**config.mk**
```make
export PLATFORM = sky130hd
export DESIGN_NAME = rob_dispatch
export DESIGN_NICKNAME = d
export VERILOG_FILES = /design/src/rtl/rob_dispatch_pkg.sv /design/src/rtl/rob_dispatch_operand_resolve.sv /design/src/rtl/rob_dispatch.sv
export SDC_FILE = /design/constraint.sdc
export NUM_CORES = 1
export LEC_CHECK = 0
export CORE_AREA = 2 2 207 209
export DETAILED_ROUTE_END_ITERATION = 16
export DIE_AREA = 0 0 209 211
export PLACE_DENSITY_LB_ADDON = 0.2
export SYNTH_ARGS = -nofsm -noshare
export SYNTH_HDL_FRONTEND = slang
export SYNTH_HIERARCHICAL = 1
export SYNTH_SLANG_ARGS = --single-unit
```
**constraint.sdc**
```tcl
create_clock -name clk_in -period 3.4 [get_ports clk_in]
set_input_delay 0.51 -clock clk_in [delete_from_list [all_inputs] [get_ports clk_in]]
set_output_delay 0.51 -clock clk_in [all_outputs]
set_load 0.02 [all_outputs]
```
**src/rtl/rob_dispatch_pkg.sv**
```systemverilog
// Shared widths, FSM encoding and the held-instruction record for the ROB dispatch stage.
package rob_dispatch_pkg;
  localparam int REG_ID_BIT    = 5;
  localparam int ROB_WIDTH_BIT = 4;
  localparam int OP_BIT        = 6;

  typedef enum logic [1:0] {
    IDLE = 2'd0,
    SEND = 2'd1,
    WAIT = 2'd2
  } state_e;

  typedef struct packed {
    logic [OP_BIT-1:0]     op;
    logic [REG_ID_BIT-1:0] rd;
    logic [REG_ID_BIT-1:0] rs1;
    logic [REG_ID_BIT-1:0] rs2;
    logic [31:0]           imm;
    logic [31:0]           pc;
  } dec_hold_t;
endpackage

```
**src/rtl/rob_dispatch_operand_resolve.sv**
```systemverilog
// Resolves one source operand: x0, committed regfile value, ROB-forwarded value, or pending tag.
module rob_dispatch_operand_resolve
  import rob_dispatch_pkg::*;
(
  input  logic [REG_ID_BIT-1:0]    rs_id,
  input  logic                     rf_busy,
  input  logic [ROB_WIDTH_BIT-1:0] rf_tag,
  input  logic [31:0]              rf_value,
  input  logic                     rob_ready,
  input  logic [31:0]              rob_value,
  output logic [31:0]              v,
  output logic                     q_valid,
  output logic [ROB_WIDTH_BIT-1:0] q
);
  always_comb begin
    v       = '0;
    q_valid = 1'b0;
    q       = '0;
    if (rs_id == '0) begin
      v = '0;
    end else if (!rf_busy) begin
      v = rf_value;
    end else if (rob_ready) begin
      v = rob_value;
    end else begin
      q_valid = 1'b1;
      q       = rf_tag;
    end
  end
endmodule

```
**src/rtl/rob_dispatch.sv**
```systemverilog
// Single-instruction dispatch: allocate a ROB entry, rename rd, then issue a resolved packet to the RS.
module rob_dispatch
  import rob_dispatch_pkg::*;
(
  input  logic                     clk_in,
  input  logic                     rst_in,
  input  logic                     rdy_in,
  input  logic                     flush_in,
  input  logic                     dec_valid,
  output logic                     dec_ready,
  input  logic [OP_BIT-1:0]        dec_op,
  input  logic [REG_ID_BIT-1:0]    dec_rd,
  input  logic [REG_ID_BIT-1:0]    dec_rs1,
  input  logic [REG_ID_BIT-1:0]    dec_rs2,
  input  logic [31:0]              dec_imm,
  input  logic [31:0]              dec_pc,
  output logic                     to_rob,
  output logic [31:0]              rob_pc,
  output logic [OP_BIT-1:0]        rob_op_type,
  output logic [REG_ID_BIT-1:0]    rob_rd,
  output logic [REG_ID_BIT-1:0]    rob_rs1,
  output logic [REG_ID_BIT-1:0]    rob_rs2,
  output logic [31:0]              rob_imm,
  output logic [31:0]              rob_inst_pc,
  input  logic                     rob_full,
  input  logic [ROB_WIDTH_BIT-1:0] rob_free_id,
  input  logic                     received,
  input  logic                     rf_rs1_busy,
  input  logic                     rf_rs2_busy,
  input  logic [ROB_WIDTH_BIT-1:0] rf_rs1_tag,
  input  logic [ROB_WIDTH_BIT-1:0] rf_rs2_tag,
  input  logic [31:0]              rf_rs1_value,
  input  logic [31:0]              rf_rs2_value,
  output logic [REG_ID_BIT-1:0]    rf_rs1_id,
  output logic [REG_ID_BIT-1:0]    rf_rs2_id,
  output logic [ROB_WIDTH_BIT-1:0] rob_query_1,
  output logic [ROB_WIDTH_BIT-1:0] rob_query_2,
  input  logic                     rob_rs1_is_ready,
  input  logic                     rob_rs2_is_ready,
  input  logic [31:0]              rob_rs1_value,
  input  logic [31:0]              rob_rs2_value,
  output logic                     rename_valid,
  output logic [REG_ID_BIT-1:0]    rename_rd,
  output logic [ROB_WIDTH_BIT-1:0] rename_tag,
  output logic                     rs_valid,
  output logic [OP_BIT-1:0]        rs_op,
  output logic [31:0]              rs_imm,
  output logic [31:0]              rs_pc,
  output logic [ROB_WIDTH_BIT-1:0] rs_rob_id,
  output logic [31:0]              rs_vj,
  output logic [31:0]              rs_vk,
  output logic                     rs_qj_valid,
  output logic                     rs_qk_valid,
  output logic [ROB_WIDTH_BIT-1:0] rs_qj,
  output logic [ROB_WIDTH_BIT-1:0] rs_qk
);
  state_e                   state_q, state_d;
  dec_hold_t                hold_q, hold_d;
  logic                     to_rob_q, to_rob_d;
  logic                     rename_valid_q, rename_valid_d;
  logic [REG_ID_BIT-1:0]    rename_rd_q, rename_rd_d;
  logic [ROB_WIDTH_BIT-1:0] rename_tag_q, rename_tag_d;
  logic                     rs_valid_q, rs_valid_d;
  logic [ROB_WIDTH_BIT-1:0] rs_rob_id_q, rs_rob_id_d;
  logic [31:0]              vj_q, vj_d, vk_q, vk_d;
  logic                     qj_valid_q, qj_valid_d, qk_valid_q, qk_valid_d;
  logic [ROB_WIDTH_BIT-1:0] qj_q, qj_d, qk_q, qk_d;

  logic [31:0]              res_vj, res_vk;
  logic                     res_qj_valid, res_qk_valid;
  logic [ROB_WIDTH_BIT-1:0] res_qj, res_qk;

  rob_dispatch_operand_resolve u_res_rs1 (
    .rs_id(hold_q.rs1), .rf_busy(rf_rs1_busy), .rf_tag(rf_rs1_tag), .rf_value(rf_rs1_value),
    .rob_ready(rob_rs1_is_ready), .rob_value(rob_rs1_value),
    .v(res_vj), .q_valid(res_qj_valid), .q(res_qj)
  );

  rob_dispatch_operand_resolve u_res_rs2 (
    .rs_id(hold_q.rs2), .rf_busy(rf_rs2_busy), .rf_tag(rf_rs2_tag), .rf_value(rf_rs2_value),
    .rob_ready(rob_rs2_is_ready), .rob_value(rob_rs2_value),
    .v(res_vk), .q_valid(res_qk_valid), .q(res_qk)
  );

  always_comb begin
    state_d        = state_q;
    hold_d         = hold_q;
    to_rob_d       = 1'b0;
    rename_valid_d = 1'b0;
    rename_rd_d    = rename_rd_q;
    rename_tag_d   = rename_tag_q;
    rs_valid_d     = 1'b0;
    rs_rob_id_d    = rs_rob_id_q;
    vj_d           = vj_q;
    vk_d           = vk_q;
    qj_valid_d     = qj_valid_q;
    qk_valid_d     = qk_valid_q;
    qj_d           = qj_q;
    qk_d           = qk_q;
    if (flush_in) begin
      state_d    = IDLE;
      qj_valid_d = 1'b0;
      qk_valid_d = 1'b0;
    end else begin
      unique case (state_q)
        IDLE: if (dec_valid) begin
          hold_d  = '{op: dec_op, rd: dec_rd, rs1: dec_rs1, rs2: dec_rs2, imm: dec_imm, pc: dec_pc};
          state_d = SEND;
        end
        SEND: if (!rob_full) begin
          to_rob_d       = 1'b1;
          rs_rob_id_d    = rob_free_id;
          rename_valid_d = (hold_q.rd != '0);
          rename_rd_d    = hold_q.rd;
          rename_tag_d   = rob_free_id;
          vj_d           = res_vj;
          vk_d           = res_vk;
          qj_valid_d     = res_qj_valid;
          qk_valid_d     = res_qk_valid;
          qj_d           = res_qj;
          qk_d           = res_qk;
          state_d        = WAIT;
        end
        WAIT: if (received) begin
          rs_valid_d = 1'b1;
          state_d    = IDLE;
        end
        default: state_d = IDLE;
      endcase
    end
  end

  // A low rdy_in freezes everything, including any pulse that happens to be high.
  always_ff @(posedge clk_in or negedge rst_in) begin
    if (!rst_in) begin
      state_q        <= IDLE;
      hold_q         <= '0;
      to_rob_q       <= 1'b0;
      rename_valid_q <= 1'b0;
      rename_rd_q    <= '0;
      rename_tag_q   <= '0;
      rs_valid_q     <= 1'b0;
      rs_rob_id_q    <= '0;
      vj_q           <= '0;
      vk_q           <= '0;
      qj_valid_q     <= 1'b0;
      qk_valid_q     <= 1'b0;
      qj_q           <= '0;
      qk_q           <= '0;
    end else if (rdy_in) begin
      state_q        <= state_d;
      hold_q         <= hold_d;
      to_rob_q       <= to_rob_d;
      rename_valid_q <= rename_valid_d;
      rename_rd_q    <= rename_rd_d;
      rename_tag_q   <= rename_tag_d;
      rs_valid_q     <= rs_valid_d;
      rs_rob_id_q    <= rs_rob_id_d;
      vj_q           <= vj_d;
      vk_q           <= vk_d;
      qj_valid_q     <= qj_valid_d;
      qk_valid_q     <= qk_valid_d;
      qj_q           <= qj_d;
      qk_q           <= qk_d;
    end
  end

  assign dec_ready    = (state_q == IDLE) && !flush_in;
  assign to_rob       = to_rob_q;
  assign rob_pc       = hold_q.pc;
  assign rob_inst_pc  = hold_q.pc;
  assign rob_op_type  = hold_q.op;
  assign rob_rd       = hold_q.rd;
  assign rob_rs1      = hold_q.rs1;
  assign rob_rs2      = hold_q.rs2;
  assign rob_imm      = hold_q.imm;
  assign rf_rs1_id    = hold_q.rs1;
  assign rf_rs2_id    = hold_q.rs2;
  assign rob_query_1  = rf_rs1_tag;
  assign rob_query_2  = rf_rs2_tag;
  assign rename_valid = rename_valid_q;
  assign rename_rd    = rename_rd_q;
  assign rename_tag   = rename_tag_q;
  assign rs_valid     = rs_valid_q;
  assign rs_op        = hold_q.op;
  assign rs_imm       = hold_q.imm;
  assign rs_pc        = hold_q.pc;
  assign rs_rob_id    = rs_rob_id_q;
  assign rs_vj        = vj_q;
  assign rs_vk        = vk_q;
  assign rs_qj_valid  = qj_valid_q;
  assign rs_qk_valid  = qk_valid_q;
  assign rs_qj        = qj_q;
  assign rs_qk        = qk_q;
endmodule

```
==> results.py <==
metrics = {
    "drt": {
        "drt-total-wl_mm": 33.3,
        "wl_met1_mm": 13.5,
        "via_count": 7206,
        "via_per_inst": 4.24,
        "routed.top_layer": "met4",
        "drc": 0,
        "met3_length_mm": 2.31,
        "dr.pass1.iters": 4,
        "drtAntennaViolNets": 0,
        "wl_met2_mm": 17.0,
        "drt_iter0_drc": 226,
        "wl_per_cell_um": 19.6,
    },
    "finish": {
        "syn2layout_area_growth_pct": 60.2,
        "drive_above_1_share_pct": 19.4,
        "ff_latch_area_mm2": 0.00433,
        "fin_cells": 1701,
        "nFillCells": 4216,
        "multiInputGateArea_mm2": 0.00358,
        "nets": 1383,
    },
    "cts": {
        "path_clk_slew_ns": 0.07,
        "clock_path_buffers": 2,
        "cts_resized": 0,
        "numCtsBuffers": 17,
        "cts_setup_buffers": 0,
        "cts_tree": "done",
        "root_buffer": "clkbuf_16",
        "cts.sinks": 173,
        "holdBufCountCts": 0,
        "htreeDepth": 4,
        "clkLatencyLatePin_ns": 0.44,
    },
    "timing": {
        "min_period_ns": 2.56,
        "skew_ns": 0.00862,
        "setup_viol": 0,
        "hold_viol_final": 0,
        "worst_slack_ns": 0.840,
        "fin_tns_setup_ns": 0,
        "slew_headroom_pct": 38.1,
        "fmax_mhz": 391,
        "tightestPinTransition_ns": 0.928,
        "report.final.slew_viol_count": 0,
        "period_share_pct": 75.3,
        "rsz0062_at_grt": "no",
    },
    "worst_setup_path": {
        "cp_max_fo": 7,
        "cp-end-kind": "output port",
        "arrival_ns": 2.05,
        "r2r-start": "state_q[1]$_DFFE_PN0P_",
        "critPathKind": "input port to output port",
        "crit_required_ns": 2.89,
        "worst_setup_path_start_kind": "input port",
        "worstRegToRegCells": 4,
        "crit_start": "flush_in",
        "r2r_slack_ns": 1.10,
    },
    "synth": {
        "synth_commonest_cells": "dfrtp_1 (173), buf_4 (124), mux2_2 (109)",
        "synth_area_leader_cell": "dfrtp_1",
        "synth-compound-area-share_pct": 6.91,
        "synth.top_cell.area_share_pct": 47.0,
        "synthCells": 761,
        "synth_fa_ha_area_share_pct": 0,
        "synth_most_common_cell": "dfrtp_1",
        "ys.flop_type": "dfrtp_1",
        "async_flop_share_pct": 100,
        "seq_area_frac_synth_pct": 47.0,
        "muxShareOfSynthArea_pct": 22.6,
        "synth_edf_count": 0,
        "synth-simple-area-share_pct": 9.22,
        "synth_area_leaders": "dfrtp_1 (47%), mux2_2 (13%), buf_4 (10%), mux2_4 (9.3%), a22oi_1 (5.1%)",
        "synth_area_mm2": 0.00921,
        "yosys_warnings": 6,
        "synth_top_family_by_area": "multiplexers",
        "synthDistinctLibCells": 30,
        "synth_nets": 997,
        "avgSynthCellArea_um2": 12.1,
        "synth_xor_area_share_pct": 0,
        "synth_seq_cells": 173,
    },
    "placement": {
        "dpl.cell_count": 1667,
        "port_buffers": 531,
        "routabilityCongestion": 0.802,
        "pre_cts_slack_ns": 0.593,
        "dpl.hpwl_mm": 25.2,
    },
    "global_route": {
        "antenna_found_initial": 3,
        "first_global_vias": 7318,
        "grt_pass1_wl_mm": 48.7,
        "track_usage_pct": 14.9,
        "grt-ovfl-total": 0,
        "grt_max_degree": 67,
    },
    "floorplan": {
        "initial_core_util_pct": 22.1,
        "die_width_um": 209,
        "die_h_um": 211,
        "ios": 532,
        "dieArea_mm2": 0.0441,
        "floorplan.rows": 75,
        "core-area_mm2": 0.0418,
    },
    "job": {
        "cap_violations": 0,
    },
    "hold_path": {
        "hold_path.class": "input port to asynchronous set/reset pin",
    },
    "run_status": {
        "run_status": "completed",
    },
    "power_and_ir_drop": {
        "p_leak_nw": 6.25,
        "ir_drop_mv": 0.281,
        "total_power_mw": 10.8,
        "p_per_area_mw_per_mm2": 735,
    },
}
==> placed cells by master, fill, tap and decap left out <==
master / n
mux2_4: 57
and2_1: 1
nor2_1: 2
o31ai_1: 1
or3b_1: 1
nor4_4: 2
nor4bb_1: 1
diode_2: 2
inv_8: 1
a211oi_1: 8
or4_1: 1
nor3_1: 1
buf_2: 2
a22oi_2: 4
buf_4: 8
a21oi_1: 2
a22oi_1: 62
o22ai_1: 3
clkbuf_16: 17
o32ai_1: 1
clkinv_4: 1
clkdlybuf4s50_1: 528
inv_6: 5
nand2b_1: 66
nand2_1: 2
mux2_2: 109
inv_2: 2
or3b_4: 1
clkinvlp_4: 2
nand4_1: 1
a31oi_1: 1
clkbuf_8: 2
inv_1: 14
bufinv_16: 3
and3_4: 1
buf_12: 6
o21ai_0: 2
nand3_1: 64
clkinv_2: 2
dfrtp_1: 173
==> layer usage <==
layer,GRT usage [%],up-vias
met5,0,-
li1,-,3319
met3,4.70,20
met4,4.95,0
met1,17.5,3569
met2,25.7,298
==> cells by family after synthesis <==
kind of cell,count (synthesis)
AOI/OAI and AO/OA,84
and+or+nand+nor,144
buffers and inverters,194
DFF,173
muxes,166
==> path summary, 6_finish.rpt <==
kind,end
max in group asynchronous,rob_imm[25]$_DFFE_PN0P_
worst min register to register,rs_vk[27]$_DFFE_PN0P_
worst max-delay path,dec_ready
worst max register to register,rs_vj[13]$_DFFE_PN0P_
min in group clk_in,rs_vk[27]$_DFFE_PN0P_
worst min-delay path,rs_vk[11]$_DFFE_PN0P_
==> layout make-up <==
class	instances	share of cell area [%]
diodes	2	0.0339
clock buffers	18	2.98
clock inverters	14	1.21
inverters	16	0.407
multi-input cells	394	24.2
flip-flops and latches	173	29.3
well taps	539	4.57
repair buffers	545	37.2
==> registers in the layout, indices dropped and copies added, names as in the netlist <==
name          count
rob_imm          32
to_rob            1
rob_op_type       6
rs_qj             4
rob_inst_pc      32
rs_valid          1
rs_qk_valid       1
rf_rs1_id         5
state_q           2
rs_vj            32
rs_rob_id         4
rob_rd            5
rf_rs2_id         5
rs_qj_valid       1
rs_qk             4
rename_valid      1
rs_vk            32
rename_rd         5
==> report_power, final <==
| group | switching (mW) | internal [mW] | total (mW) |
|---|---|---|---|
| combinational | 2.56 | 2.83 | 5.39 |
| clock | 0.917 | 1.19 | 2.11 |
| sequential | 0.614 | 2.73 | 3.35 |
==> metrics by stage <==
stage	cell area (um^2)	hold slack (ns)	utilization [%]
after floorplan	9210	0.214	-
after global placement	14100	0.488	33.8
after detailed placement	14100	0.492	33.8
after CTS	14700	0.0728	35.3
after global routing	14800	0.106	35.3
final	14800	0.0800	35.3
==> worst max-delay path: stages <==
cell and delay (ns):
clkdlybuf4s50_1 0.54, nor3_1 0.29, clkdlybuf4s50_1 0.71
Power figures use the tool's default switching activity.
